**src/rtl/spi_pkg.sv**
```systemverilog
// ----------------------------------------------------------------------------
// spi_pkg
// Shared types and constants for the SPI slave front end.
//   state_e      : controller states
//   CMD_*        : command codes carried in frame bits [9:8]; passed through
//                  to the RAM unchecked, the RAM does the decode
//   *_DEF        : default widths used by the parameterised modules
// ----------------------------------------------------------------------------
package spi_pkg;

    localparam int FRAME_W_DEF = 10;
    localparam int DATA_W_DEF  = 8;
    localparam int CNT_W_DEF   = 4;

    typedef enum logic [2:0] {
        IDLE,
        CHK_CMD,
        WRITE,
        READ_ADD,
        READ_DATA
    } state_e;

    localparam logic [1:0] CMD_WR_ADDR = 2'b00;
    localparam logic [1:0] CMD_WR_DATA = 2'b01;
    localparam logic [1:0] CMD_RD_ADDR = 2'b10;
    localparam logic [1:0] CMD_RD_DATA = 2'b11;

endpackage

```
**src/rtl/spi_tx_serializer.sv**
```systemverilog
// ----------------------------------------------------------------------------
// spi_tx_serializer
// Parallel-to-serial converter for the MISO response. A load strobe captures
// a DATA_W word; the following DATA_W cycles present it MSB first on miso.
// miso is 0 whenever no word is being shifted out.
// Ports:
//   clk, rst_n : clock, async active-low reset
//   clr        : synchronous clear (slave-select abort), wins over load
//   load       : capture data and start shifting
//   data       : word to transmit
//   miso       : serial output
//   done       : high during the cycle the last bit is on miso
// ----------------------------------------------------------------------------
module spi_tx_serializer #(
    parameter int DATA_W = 8
) (
    input  logic              clk,
    input  logic              rst_n,
    input  logic              clr,
    input  logic              load,
    input  logic [DATA_W-1:0] data,
    output logic              miso,
    output logic              done
);

    localparam int CW = $clog2(DATA_W + 1);

    logic [DATA_W-1:0] shreg;
    logic [CW-1:0]     bits_left;
    logic              active;

    always_ff @(posedge clk or negedge rst_n) begin
        if (!rst_n) begin
            shreg     <= '0;
            bits_left <= '0;
            active    <= 1'b0;
        end else if (clr) begin
            shreg     <= '0;
            bits_left <= '0;
            active    <= 1'b0;
        end else if (load) begin
            shreg     <= data;
            bits_left <= CW'(DATA_W - 1);
            active    <= 1'b1;
        end else if (active) begin
            shreg <= {shreg[DATA_W-2:0], 1'b0};
            if (bits_left == '0) begin
                active <= 1'b0;
            end else begin
                bits_left <= bits_left - 1'b1;
            end
        end
    end

    assign miso = active & shreg[DATA_W-1];
    assign done = active & (bits_left == '0);

endmodule

```
**src/rtl/spi_slave_ctrl.sv**
```systemverilog
// ----------------------------------------------------------------------------
// spi_slave_ctrl
// SPI slave front end: deserialises MOSI frames (2 command + 8 payload bits,
// MSB first) into rx_data with a one-cycle rx_valid strobe, and after a
// read-data frame serialises the RAM's tx_data on MISO, MSB first.
// Ports:
//   clk      : SPI clock, everything samples on the rising edge
//   rst_n    : async active-low reset
//   SS_n     : slave select, active low; high aborts any transfer
//   MOSI     : serial data in
//   MISO     : serial data out, 0 unless a response is being shifted
//   rx_data  : last completed frame, held until the next one completes
//   rx_valid : one-cycle strobe, the cycle after the 10th sampled bit
//   tx_data  : read data from the RAM
//   tx_valid : tx_data strobe, only honoured while a read-data frame waits
//
// state     | meaning
// ----------+--------------------------------------------------------------
// IDLE      | slave not selected
// CHK_CMD   | sample frame bit 9, pick write / read-address / read-data
// WRITE     | shift in bits 8..0 of a write frame, then ignore MOSI
// READ_ADD  | shift in a read-address frame; completion sets rd_addr_seen
// READ_DATA | shift in frame, wait for tx_valid, shift response on MISO
// ----------------------------------------------------------------------------
module spi_slave_ctrl
    import spi_pkg::*;
#(
    parameter int FRAME_W = FRAME_W_DEF,
    parameter int DATA_W  = DATA_W_DEF,
    parameter int CNT_W   = CNT_W_DEF
) (
    input  logic               clk,
    input  logic               rst_n,
    input  logic               SS_n,
    input  logic               MOSI,
    output logic               MISO,
    output logic [FRAME_W-1:0] rx_data,
    output logic               rx_valid,
    input  logic [DATA_W-1:0]  tx_data,
    input  logic               tx_valid
);

    state_e             state, state_nxt;
    logic [CNT_W-1:0]   bit_cnt;
    logic [FRAME_W-2:0] rx_shift;
    logic               frame_done;
    logic               tx_loaded;
    logic               rd_addr_seen;
    logic               abort;
    logic               ser_load;
    logic               ser_done;

    assign abort = SS_n && (state != IDLE);

    always_ff @(posedge clk or negedge rst_n) begin
        if (!rst_n) begin
            state <= IDLE;
        end else begin
            state <= state_nxt;
        end
    end

    always_comb begin
        state_nxt = state;
        ser_load  = 1'b0;
        case (state)
            IDLE: begin
                if (!SS_n) state_nxt = CHK_CMD;
            end
            CHK_CMD: begin
                if (SS_n)              state_nxt = IDLE;
                else if (!MOSI)        state_nxt = WRITE;
                else if (rd_addr_seen) state_nxt = READ_DATA;
                else                   state_nxt = READ_ADD;
            end
            WRITE, READ_ADD: begin
                if (SS_n) state_nxt = IDLE;
            end
            READ_DATA: begin
                if (SS_n) begin
                    state_nxt = IDLE;
                end else if (frame_done && !tx_loaded && tx_valid) begin
                    ser_load = 1'b1;
                end
            end
            default: state_nxt = IDLE;
        endcase
    end

    // Datapath. Abort has priority so a frame or response cut short by SS_n
    // never produces rx_valid; rd_addr_seen deliberately survives aborts.
    always_ff @(posedge clk or negedge rst_n) begin
        if (!rst_n) begin
            bit_cnt      <= '0;
            rx_shift     <= '0;
            rx_data      <= '0;
            rx_valid     <= 1'b0;
            frame_done   <= 1'b0;
            tx_loaded    <= 1'b0;
            rd_addr_seen <= 1'b0;
        end else begin
            rx_valid <= 1'b0;
            if (abort) begin
                bit_cnt    <= '0;
                frame_done <= 1'b0;
                tx_loaded  <= 1'b0;
            end else begin
                case (state)
                    CHK_CMD: begin
                        rx_shift   <= {rx_shift[FRAME_W-3:0], MOSI};
                        bit_cnt    <= CNT_W'(1);
                        frame_done <= 1'b0;
                        tx_loaded  <= 1'b0;
                    end
                    WRITE, READ_ADD, READ_DATA: begin
                        if (!frame_done) begin
                            rx_shift <= {rx_shift[FRAME_W-3:0], MOSI};
                            if (bit_cnt == CNT_W'(FRAME_W - 1)) begin
                                rx_data    <= {rx_shift, MOSI};
                                rx_valid   <= 1'b1;
                                frame_done <= 1'b1;
                                bit_cnt    <= '0;
                                if (state == READ_ADD) rd_addr_seen <= 1'b1;
                            end else begin
                                bit_cnt <= bit_cnt + 1'b1;
                            end
                        end
                    end
                    default: ;
                endcase
                if (ser_load) tx_loaded <= 1'b1;
                // A read-data transaction counts as complete once its last
                // response bit has been driven.
                if (state == READ_DATA && ser_done) rd_addr_seen <= 1'b0;
            end
        end
    end

    spi_tx_serializer #(
        .DATA_W (DATA_W)
    ) u_tx (
        .clk   (clk),
        .rst_n (rst_n),
        .clr   (abort),
        .load  (ser_load),
        .data  (tx_data),
        .miso  (MISO),
        .done  (ser_done)
    );

endmodule

```
**config.mk**
```make
export PLATFORM = sky130hd
export DESIGN_NAME = spi_slave_ctrl
export DESIGN_NICKNAME = d
export VERILOG_FILES = /design/src/rtl/spi_pkg.sv /design/src/rtl/spi_tx_serializer.sv /design/src/rtl/spi_slave_ctrl.sv
export SDC_FILE = /design/constraint.sdc
export NUM_CORES = 1
export LEC_CHECK = 0
export ABC_CLOCK_PERIOD_IN_PS = 6600
export CORE_MARGIN = 10
export CORE_UTILIZATION = 50
export DETAILED_ROUTE_END_ITERATION = 6
export PLACE_DENSITY = 0.72
export REMOVE_ABC_BUFFERS = 1
export SLEW_MARGIN = 20
export SYNTH_ARGS = -nofsm -noshare
export SYNTH_HDL_FRONTEND = slang
export SYNTH_HIERARCHICAL = 1
export SYNTH_SLANG_ARGS = --single-unit
```
**constraint.sdc**
```tcl
create_clock -name clk -period 6.6 [get_ports clk]
set_input_delay 1.32 -clock clk [delete_from_list [all_inputs] [get_ports clk]]
set_output_delay 1.32 -clock clk [all_outputs]
set_load 0.01 [all_outputs]
```
==> results of run 1 <==
==> cell usage in the layout (no fill, tap or decap), types with 2 or more instances in the layout <==
| cell type | netlist | final |
|---|---|---|
| clkdlybuf4s50_1 | 0 | 23 |
| nor3b_1 | 3 | 3 |
| inv_1 | 8 | 8 |
| ha_1 | 3 | 3 |
| o31a_1 | 2 | 2 |
| dfrtp_1 | 43 | 43 |
| mux2_2 | 18 | 18 |
| nand2b_1 | 4 | 4 |
| nand2_1 | 18 | 18 |
| o21ai_0 | 6 | 6 |
| nor2_1 | 11 | 11 |
| nor2b_1 | 3 | 3 |
| clkbuf_8 | 0 | 6 |
| nor3_1 | 3 | 3 |
| mux2_4 | 9 | 9 |
| a21oi_1 | 15 | 15 |
| o31ai_1 | 2 | 2 |
| nand3_1 | 3 | 3 |
==> registers in the layout, summed over array words and instances, names as in the netlist <==
register        flops
u_tx/bits_left      4
rd_addr_seen        1
tx_loaded           1
bit_cnt             4
u_tx/shreg          8
state               3
rx_valid            1
rx_data            10
rx_shift            9
u_tx/active         1
frame_done          1
==> worst register-to-register path, delay by kind of cell, from the launching register on <==
kind | cells | cell delay [ns]
DFF | 1 | 0.51
and+or+nand+nor | 2 | 1.04
muxes | 1 | 0.41
AOI/OAI and AO/OA | 1 | 0.24
==> per-stage QoR <==
stage	std cells	utilization	total power, mW	setup WS, ns	hold WS [ns]
after global routing	262	0.6124	0.8659	3.261	0.5225
after CTS	262	0.6124	0.8290	3.475	0.5096
after global placement	254	0.5836	0.6015	3.243	0.4874
after detailed placement	254	0.5836	0.6166	3.185	0.4995
after floorplan	179	-	0.5155	3.236	0.4757
final	262	0.6124	0.8161	3.482	0.5012
==> logic make-up (layout without fill, tap and decap cells) <==
logic type | Yosys count | in the layout | share of synthesized area
AO/OA/AOI/OAI | 38 | 38 | 0.1190
adder cells (fa/ha/maj) | 3 | 3 | 0.01750
buffers and inverters | 19 | 42 | 0.04901
flip-flops | 43 | 43 | 0.5017
multiplexers | 27 | 27 | 0.1575
AND/OR/NAND/NOR | 59 | 59 | 0.1552
==> power by group through the flow <==
stage	Sequential (mW)	Combinational, mW	Clock [mW]
finish	0.385	0.223	0.208
global route	0.395	0.246	0.225
CTS	0.386	0.228	0.215
detailed placement	0.389	0.228	0
global placement	0.384	0.218	0
floorplan	0.383	0.133	0
==> cell type report <==
type	instances	share of cell area
Clock buffer	6	0.03300
Clock inverter	2	0.01400
Inverter	9	0.01350
Multi-Input combinational cell	127	0.3875
Sequential cell	43	0.4300
Tap cell	50	0.02500
Timing Repair Buffer	25	0.09700
==> how the worst min path moves through the flow <==
stage                               to  cells past startpoint
2_1_floorplan   rx_data[9]$_DFFE_PN0P_                      1
3_3_place_gp    rx_data[9]$_DFFE_PN0P_                      1
3_5_place_dp   rx_shift[8]$_DFFE_PN0P_                      1
4_1_cts         rx_data[9]$_DFFE_PN0P_                      1
5_1_grt         rx_data[9]$_DFFE_PN0P_                      1
6_report        rx_data[9]$_DFFE_PN0P_                      1
==> metal layers <==
metal,global-route usage,vias up,wire [um]
li1,-,708,-
met1,0.1359,719,1779
met2,0.2010,29,2192
met3,0.04730,4,229
met4,0.04491,0,48
met5,0,-,0
==> flow_summary.yaml, run 1 <==
placement:
  gp_congestion: 0.8072
  io_buffers: 24
  place_area_sq_mm: 0.002385
  dp_hpwl_um: 3022
clock_tree:
  postCtsHoldBufs: 0
  cts_root_buffer: "clkbuf_8"
  post-cts-setup-buffers: 0
  cts_tree: "done"
  insertion_delay_ns: 0.29
  cts_buffers: 5
  ctsResizeCount: 0
  cts_buffer_depth: 2
  htreeDepth: 2
  clk_pin_slew_ns: 0.08
  clkSinkCount: 43
setup_path:
  worstSetupEndpointType: "flop"
  cpMaxStageDelayCell: "nor2b_1"
  r2r-start: "state[1]$_DFFE_PN0P_"
  regToRegSetupSlack_ns: 4.28
  critPathBufInv: 1
  slowest_delay_ns: 0.86
  start_kind: "input pin"
  crit_path_max_fanout: 15
  path_delay_family: "simple AND/OR/NAND/NOR gates"
  crit_cells: 4
  cp.required_ns: 6.77
  worst-r2r-cell-count: 4
  path_cells: "clkdlybuf4s50_1 > nor2b_1 > nor2_1 > mux2_2"
  cp-endpoint: "bit_cnt[0]$_DFFE_PN0P_"
  worstReg2RegEnd: "rx_data[5]$_DFFE_PN0P_"
  cp.arrival_ns: 3.29
  path_class: "input pin to flop"
  startpoint: "SS_n"
pwr:
  p_leak_nw: 1.083
  intPower_uw: 585.7
  ir_drop_mv: 0.2052
  power.clock.fraction: 0.254
  p_per_area_mw_per_mm2: 326.1
  p_sw_uw: 230.4
  combPwrFrac: 0.274
  switching_share: 0.2824
  seqPwrFrac: 0.472
route:
  firstDrtPassIters: 4
  drt-vias-per-instance: 5.573
  postRouteAntennaNets: 0
  vias: 1460
  wl_um: 4250
  drt_iter0_drc: 78
  drcViolationCount: 0
  wire_per_inst_um: 16.22
yosys:
  synth-edff-count: 0
  ys_ff_latch: 43
  ys.flop_type: "dfrtp_1"
  netlist_top_cells_area: "dfrtp_1, mux2_2, mux2_4"
  yosysSeqAreaShare: 0.5018
  avgSynthCellArea_sq_um: 11.35
  synth_top_area_cell: "dfrtp_1"
  synthCells: 189
  synth_commonest_cells: "dfrtp_1, mux2_2, nand2_1"
  ys_types: 47
  synthArstFlopShare: 1.000
  synth_top_area_frac: 0.5018
  syn-cell-area_sq_mm: 0.002145
  yosys_warnings: 6
  synth.most_common_cell: "dfrtp_1"
floorplan:
  fp.dieH_um: 85.49
  start_util: 0.5248
  dieArea_sq_mm: 0.007309
  core_area_sq_mm: 0.004086
  fp.dieW_um: 85.49
  io_pins: 25
  num_rows: 23
final_layout:
  antennaDiodeCount: 0
  regArea_sq_mm: 0.001076
  syn_to_final_growth_pct: 16.69
  drive_gt1_frac: 0.2358
  nets: 227
  multi_input_area_sq_um: 969.7
  fillCellCount: 339
  final_area_sq_mm: 0.002502
timing:
  worst_slew_pin_slew_ns: 1.011
  fin_crit_ns: 3.118
  finalCritPeriodShare: 0.4724
  hold_viol_final: 0
  clock_skew_ns: 0.01002
  slew_headroom: 0.3246
  rsz0062_at_grt: "false"
  drv_slew: 0
  setup_tns_ns: 0
  clock.fmax_mhz: 320.8
  finalSetupViolations: 0
hold_path:
  hp-class: "flop to flop"
  hold_start: "rx_shift[8]$_DFFE_PN0P_"
run_status:
  status: "finished clean"
run:
  drv_cap: 0
global_route:
  grt_pass1_wl_um: 7217
  grt_max_degree: 44
  grt_overflow: 0
  antenna_found_initial: 0
  track_usage: 0.1205
  grt_pass1_vias: 1501
No activity file was read; power rests on OpenSTA's default activity.
==> run 2: changes to the inputs <==
Settings changed: ABC_CLOCK_PERIOD_IN_PS 6600 to 3200.
Clock period 6.6 ns to 3.2 ns, I/O delays scaled along.
==> run 2 against run 1 <==
  * Combinational power increased by 110%
  * Flip-flop and latch count unchanged
  * Routed wire length increased by 0.59%
  * Final area about the same
  * Largest power group unchanged
==> flow_summary.yaml, run 2 (synthesis gave the netlist of run 1 again) <==
route:
  drt-vias-per-instance: 5.629
  drt_iter0_drc: 97
  firstDrtPassIters: 4
  vias: 1486
  wire_per_inst_um: 16.19
  drcViolationCount: 0
  postRouteAntennaNets: 0
  wl_um: 4275
timing:
  clock_skew_ns: 0.008144
  fin_crit_ns: 2.342
  setup_tns_ns: 0
  finalSetupViolations: 0
  drv_slew: 0
  worst_slew_pin_slew_ns: 0.9228
  finalCritPeriodShare: 0.7317
  hold_slack_ns: 0.4881
  hold_viol_final: 0
  clock.fmax_mhz: 427.1
  rsz0062_at_grt: "false"
  slew_headroom: 0.3835
hold_path:
  hp-class: "input pin to async pin"
placement:
  dp_hpwl_um: 3107
  gp_congestion: 0.7427
  io_buffers: 24
setup_path:
  path_delay_family: "flip-flops"
  cp.arrival_ns: 1.70
  start_kind: "flop"
  crit_path_max_fanout: 14
  path_cells: "and2_2 > clkdlybuf4s50_1"
  cpMaxStageDelayCell: "dfrtp_1"
  worstSetupEndpointType: "primary output"
  slowest_delay_ns: 0.65
  path_class: "flop to primary output"
  critPathBufInv: 1
  cp.required_ns: 2.56
clock_tree:
  clkSinkCount: 43
  postCtsHoldBufs: 0
  htreeDepth: 2
  ctsResizeCount: 0
  cts_buffers: 5
  post-cts-setup-buffers: 0
  cts_buffer_depth: 2
  cts_root_buffer: "clkbuf_8"
  insertion_delay_ns: 0.28
  cts_tree: "done"
  clk_pin_slew_ns: 0.08
run:
  drv_cap: 0
global_route:
  grt_pass1_vias: 1605
  track_usage: 0.1221
  grt_pass1_wl_um: 7362
  grt_max_degree: 44
  grt_overflow: 0
  antenna_found_initial: 0
floorplan:
  fp.dieH_um: 85.49
  dieArea_sq_mm: 0.007309
  core_area_sq_mm: 0.004086
  start_util: 0.5248
  fp.dieW_um: 85.49
  io_pins: 25
  num_rows: 23
final_layout:
  fillCellCount: 314
  syn_to_final_growth_pct: 16.57
  top_register: "rx_data"
  top_regs: "rx_data (10), rx_shift (9), u_tx/shreg (8)"
  drive_gt1_frac: 0.2383
  final_common_cell: "dfrtp_1"
  antennaDiodeCount: 0
  nets: 229
  mostFrequentLayoutCells: "dfrtp_1, clkdlybuf4s50_1, nand2_1, mux2_2, a21oi_1"
  largest_register_ffs: 10
pwr:
  p_per_area_mw_per_mm2: 653.3
  ir_drop_mv: 0.4580
  p_leak_nw: 1.084
run_status:
  status: "finished clean"
[run 2: worst reg2reg max path: cells and delay by family, from the launching register on]
kind / cells / cell delay (ns)
compound gates: 1 / 0.25
buf+inv: 1 / 0.25
flops: 1 / 0.50
mux: 1 / 0.32
simple gates: 2 / 0.80
[run 2: layer usage]
| metal | up-vias | part of all wire | wire length (um) | global-route usage |
|---|---|---|---|---|
| met5 | - | 0 | 0 | 0 |
| met4 | 0 | 0.0077 | 33 | 0.04491 |
| met3 | 2 | 0.056 | 238 | 0.04163 |
| met2 | 41 | 0.53 | 2277 | 0.2200 |
| met1 | 730 | 0.40 | 1726 | 0.1280 |
| li1 | 713 | - | - | - |
[run 2: report_power, final]
part / total (mW) / internal [mW] / switching, mW
combinational: 0.474 / 0.283 / 0.191
sequential: 0.795 / 0.676 / 0.118
clock: 0.364 / 0.197 / 0.168
[run 2: path summary, 6_finish.rpt]
| kind | start | to | slack [ns] | cells after the start |
|---|---|---|---|---|
| max | u_tx/active$_DFF_PN0_ | MISO | 0.86 | 2 |
| min | rst_n | u_tx/shreg[5]$_DFFE_PN0P_ | 0.49 | 1 |
| max reg2reg | state[1]$_DFFE_PN0P_ | rx_data[9]$_DFFE_PN0P_ | 0.97 | 5 |
| min reg2reg | rx_shift[8]$_DFFE_PN0P_ | rx_shift[8]$_DFFE_PN0P_ | 0.51 | 1 |
| max in group asynchronous | rst_n | bit_cnt[1]$_DFFE_PN0P_ | 2.14 | 1 |
| min in group clk | rx_shift[8]$_DFFE_PN0P_ | rx_shift[8]$_DFFE_PN0P_ | 0.51 | 1 |
[run 2: cell type report]
type	count	area (sq um)	share of cell area
Timing Repair Buffer	27	257.7	0.1031
Inverter	9	33.78	0.01351
Clock buffer	8	100.1	0.04004
Sequential cell	43	1076	0.4304
Tap cell	50	62.56	0.02503
Multi-Input combinational cell	127	969.7	0.3879
[run 2: through the flow]
step                      utilization  worst slack (ns)  power (mW)  instances  instance area, sq um
after floorplan                     -            0.2917       1.063        179                  2073
after global placement         0.5873            0.6874       1.245        256                  2400
after detailed placement       0.5873            0.6358       1.280        256                  2400
after CTS                      0.6118            0.8376       1.652        264                  2500
after global routing           0.6118            0.7541       1.735        264                  2500
final                          0.6118            0.8585       1.633        264                  2500
==> run 3: changes to the inputs <==
Settings changed: ABC_CLOCK_PERIOD_IN_PS 3200 to 2200.
Clock period 3.2 ns to 2.2 ns, I/O delays scaled along.
==> run 3 against run 2 <==
  * Routed wire length increased by 1.3%
  * Utilization increased by 1.7 points
  * Total power increased by 49%
  * Critical endpoint is now rx_data[5]$_DFFE_PN0P_
  * Final area increased by 2.9%
  * Clock power increased by 60%
==> flow_summary.yaml, run 3 (synthesis gave the netlist of run 1 again) <==
run_status:
  status: "finished clean"
global_route:
  gr-usage-met3: 0.04920
  use_met2: 0.2105
  grt_pass1_vias: 1621
  use_met1: 0.1386
  grt_overflow: 0
  track_usage: 0.1244
  grt_pass1_wl_um: 7507
  grt_max_degree: 44
  gr-max-usage-layer: "met2"
  antenna_found_initial: 0
setup_path:
  start_kind: "flop"
  cp.arrival_ns: 2.14
  crit_path_max_fanout: 11
  path_class: "flop to flop"
  cp.required_ns: 2.38
  worstSetupEndpointType: "flop"
timing:
  drv_slew: 0
  clock.fmax_mhz: 509.2
  finalCritPeriodShare: 0.8927
  hold_viol_final: 0
  clock_skew_ns: 0.004769
  setup_tns_ns: 0
  worst_slew_pin_slew_ns: 0.5260
  finalSetupViolations: 0
  rsz0062_at_grt: "false"
  fin_crit_ns: 1.964
  slew_headroom: 0.6494
floorplan:
  start_util: 0.5248
  num_rows: 23
  fp.dieW_um: 85.49
  dieArea_sq_mm: 0.007309
  core_area_sq_mm: 0.004086
  io_pins: 25
  fp.dieH_um: 85.49
route:
  drt-vias-per-instance: 5.515
  wl_um: 4329
  firstDrtPassIters: 4
  postRouteAntennaNets: 0
  drcViolationCount: 0
  drt_iter0_drc: 78
  wire_per_inst_um: 16.03
  vias: 1489
pwr:
  p_leak_nw: 1.121
  p_per_area_mw_per_mm2: 946.2
  ir_drop_mv: 0.7223
  total_power_mw: 2.433
placement:
  dp_hpwl_um: 3225
  io_buffers: 24
  gp_congestion: 0.7670
clock_tree:
  cts_tree: "done"
  cts_buffer_depth: 2
  cts_root_buffer: "clkbuf_8"
  htreeDepth: 2
  post-cts-setup-buffers: 0
  insertion_delay_ns: 0.29
  cts_buffers: 5
  clk_pin_slew_ns: 0.08
  clkSinkCount: 43
final_layout:
  largest_register_ffs: 10
  top_register: "rx_data"
  final_common_cell: "dfrtp_1"
  syn_to_final_growth_pct: 19.90
  drive_gt1_frac: 0.2636
  antennaDiodeCount: 0
  mostFrequentLayoutCells: "dfrtp_1, clkdlybuf4s50_1, nand2_1, mux2_2, a21oi_1"
  fin_util: 0.6292
  fillCellCount: 321
  top_regs: "rx_data (10), rx_shift (9), u_tx/shreg (8)"
  nets: 236
hold_path:
  hp-class: "input pin to async pin"
run:
  drv_cap: 0
## run 3: changes by cell type in the layout (fill, tap and decap cells not counted)
cell,previous run,this run
o21bai_2,0,1
clkbuf_8,7,5
buf_4,3,9
bufinv_16,0,1
o21bai_1,1,0
buf_12,0,1
## run 3: worst paths after layout
check | from | end | slack (ns) | depth (start not counted)
setup reg to reg | state[1]$_DFFE_PN0P_ | rx_data[5]$_DFFE_PN0P_ | 0.24 | 5
setup / recovery | state[1]$_DFFE_PN0P_ | rx_data[5]$_DFFE_PN0P_ | 0.24 | 5
hold reg to reg | rx_data[1]$_DFFE_PN0P_ | rx_data[1]$_DFFE_PN0P_ | 0.51 | 1
hold / removal | rst_n | u_tx/shreg[5]$_DFFE_PN0P_ | 0.21 | 2
max in group asynchronous | rst_n | rd_addr_seen$_DFFE_PN0P_ | 1.63 | 2
min in group clk | rx_data[1]$_DFFE_PN0P_ | rx_data[1]$_DFFE_PN0P_ | 0.51 | 1
## run 3: layer usage
layer	routed length [um]	up-vias	share of wire
li1	-	721	-
met1	1786	736	0.41
met2	2227	25	0.51
met3	246	7	0.057
met4	69	0	0.016
met5	0	-	0
## run 3: cell type report
| cell class | instances | area (sq um) | share of cell area |
|---|---|---|---|
| clock buffer | 6 | 72.57 | 0.02822 |
| multi-input combinational | 127 | 973.4 | 0.3786 |
| clock inverter | 1 | 30.03 | 0.01168 |
| timing repair buffer | 34 | 322.8 | 0.1255 |
| sequential | 43 | 1076 | 0.4185 |
| inverter | 9 | 33.78 | 0.01314 |
| tap | 50 | 62.56 | 0.02433 |
## run 3: worst max-delay path, stage by stage (launching register included)
cell	delay (ns)
dfrtp_1	0.47
or3b_4	0.47
a21o_4	0.25
nor3_4	0.16
buf_12	0.17
mux2_2	0.33
## run 3: power by group
part | internal (mW) | switching (mW)
logic | 0.426 | 0.285
clock network | 0.333 | 0.251
registers | 0.984 | 0.154
## run 3: through the flow
step                      worst slack (ns)  hold slack (ns)  area [sq um]  instances
final                               0.2361           0.2062          2571        270
after global routing                0.1767           0.2390          2571        270
after CTS                          0.06347           0.2251          2567        270
after detailed placement           0.07231           0.4996          2465        263
after global placement              0.1373           0.4900          2465        263
after floorplan                    -0.7083           0.1444          2073        179
## run 3: repair_timing
action	in CTS	in global routing
resized for setup	0	1
hold buffers	0	0
endpoints found under the setup margin	0	9
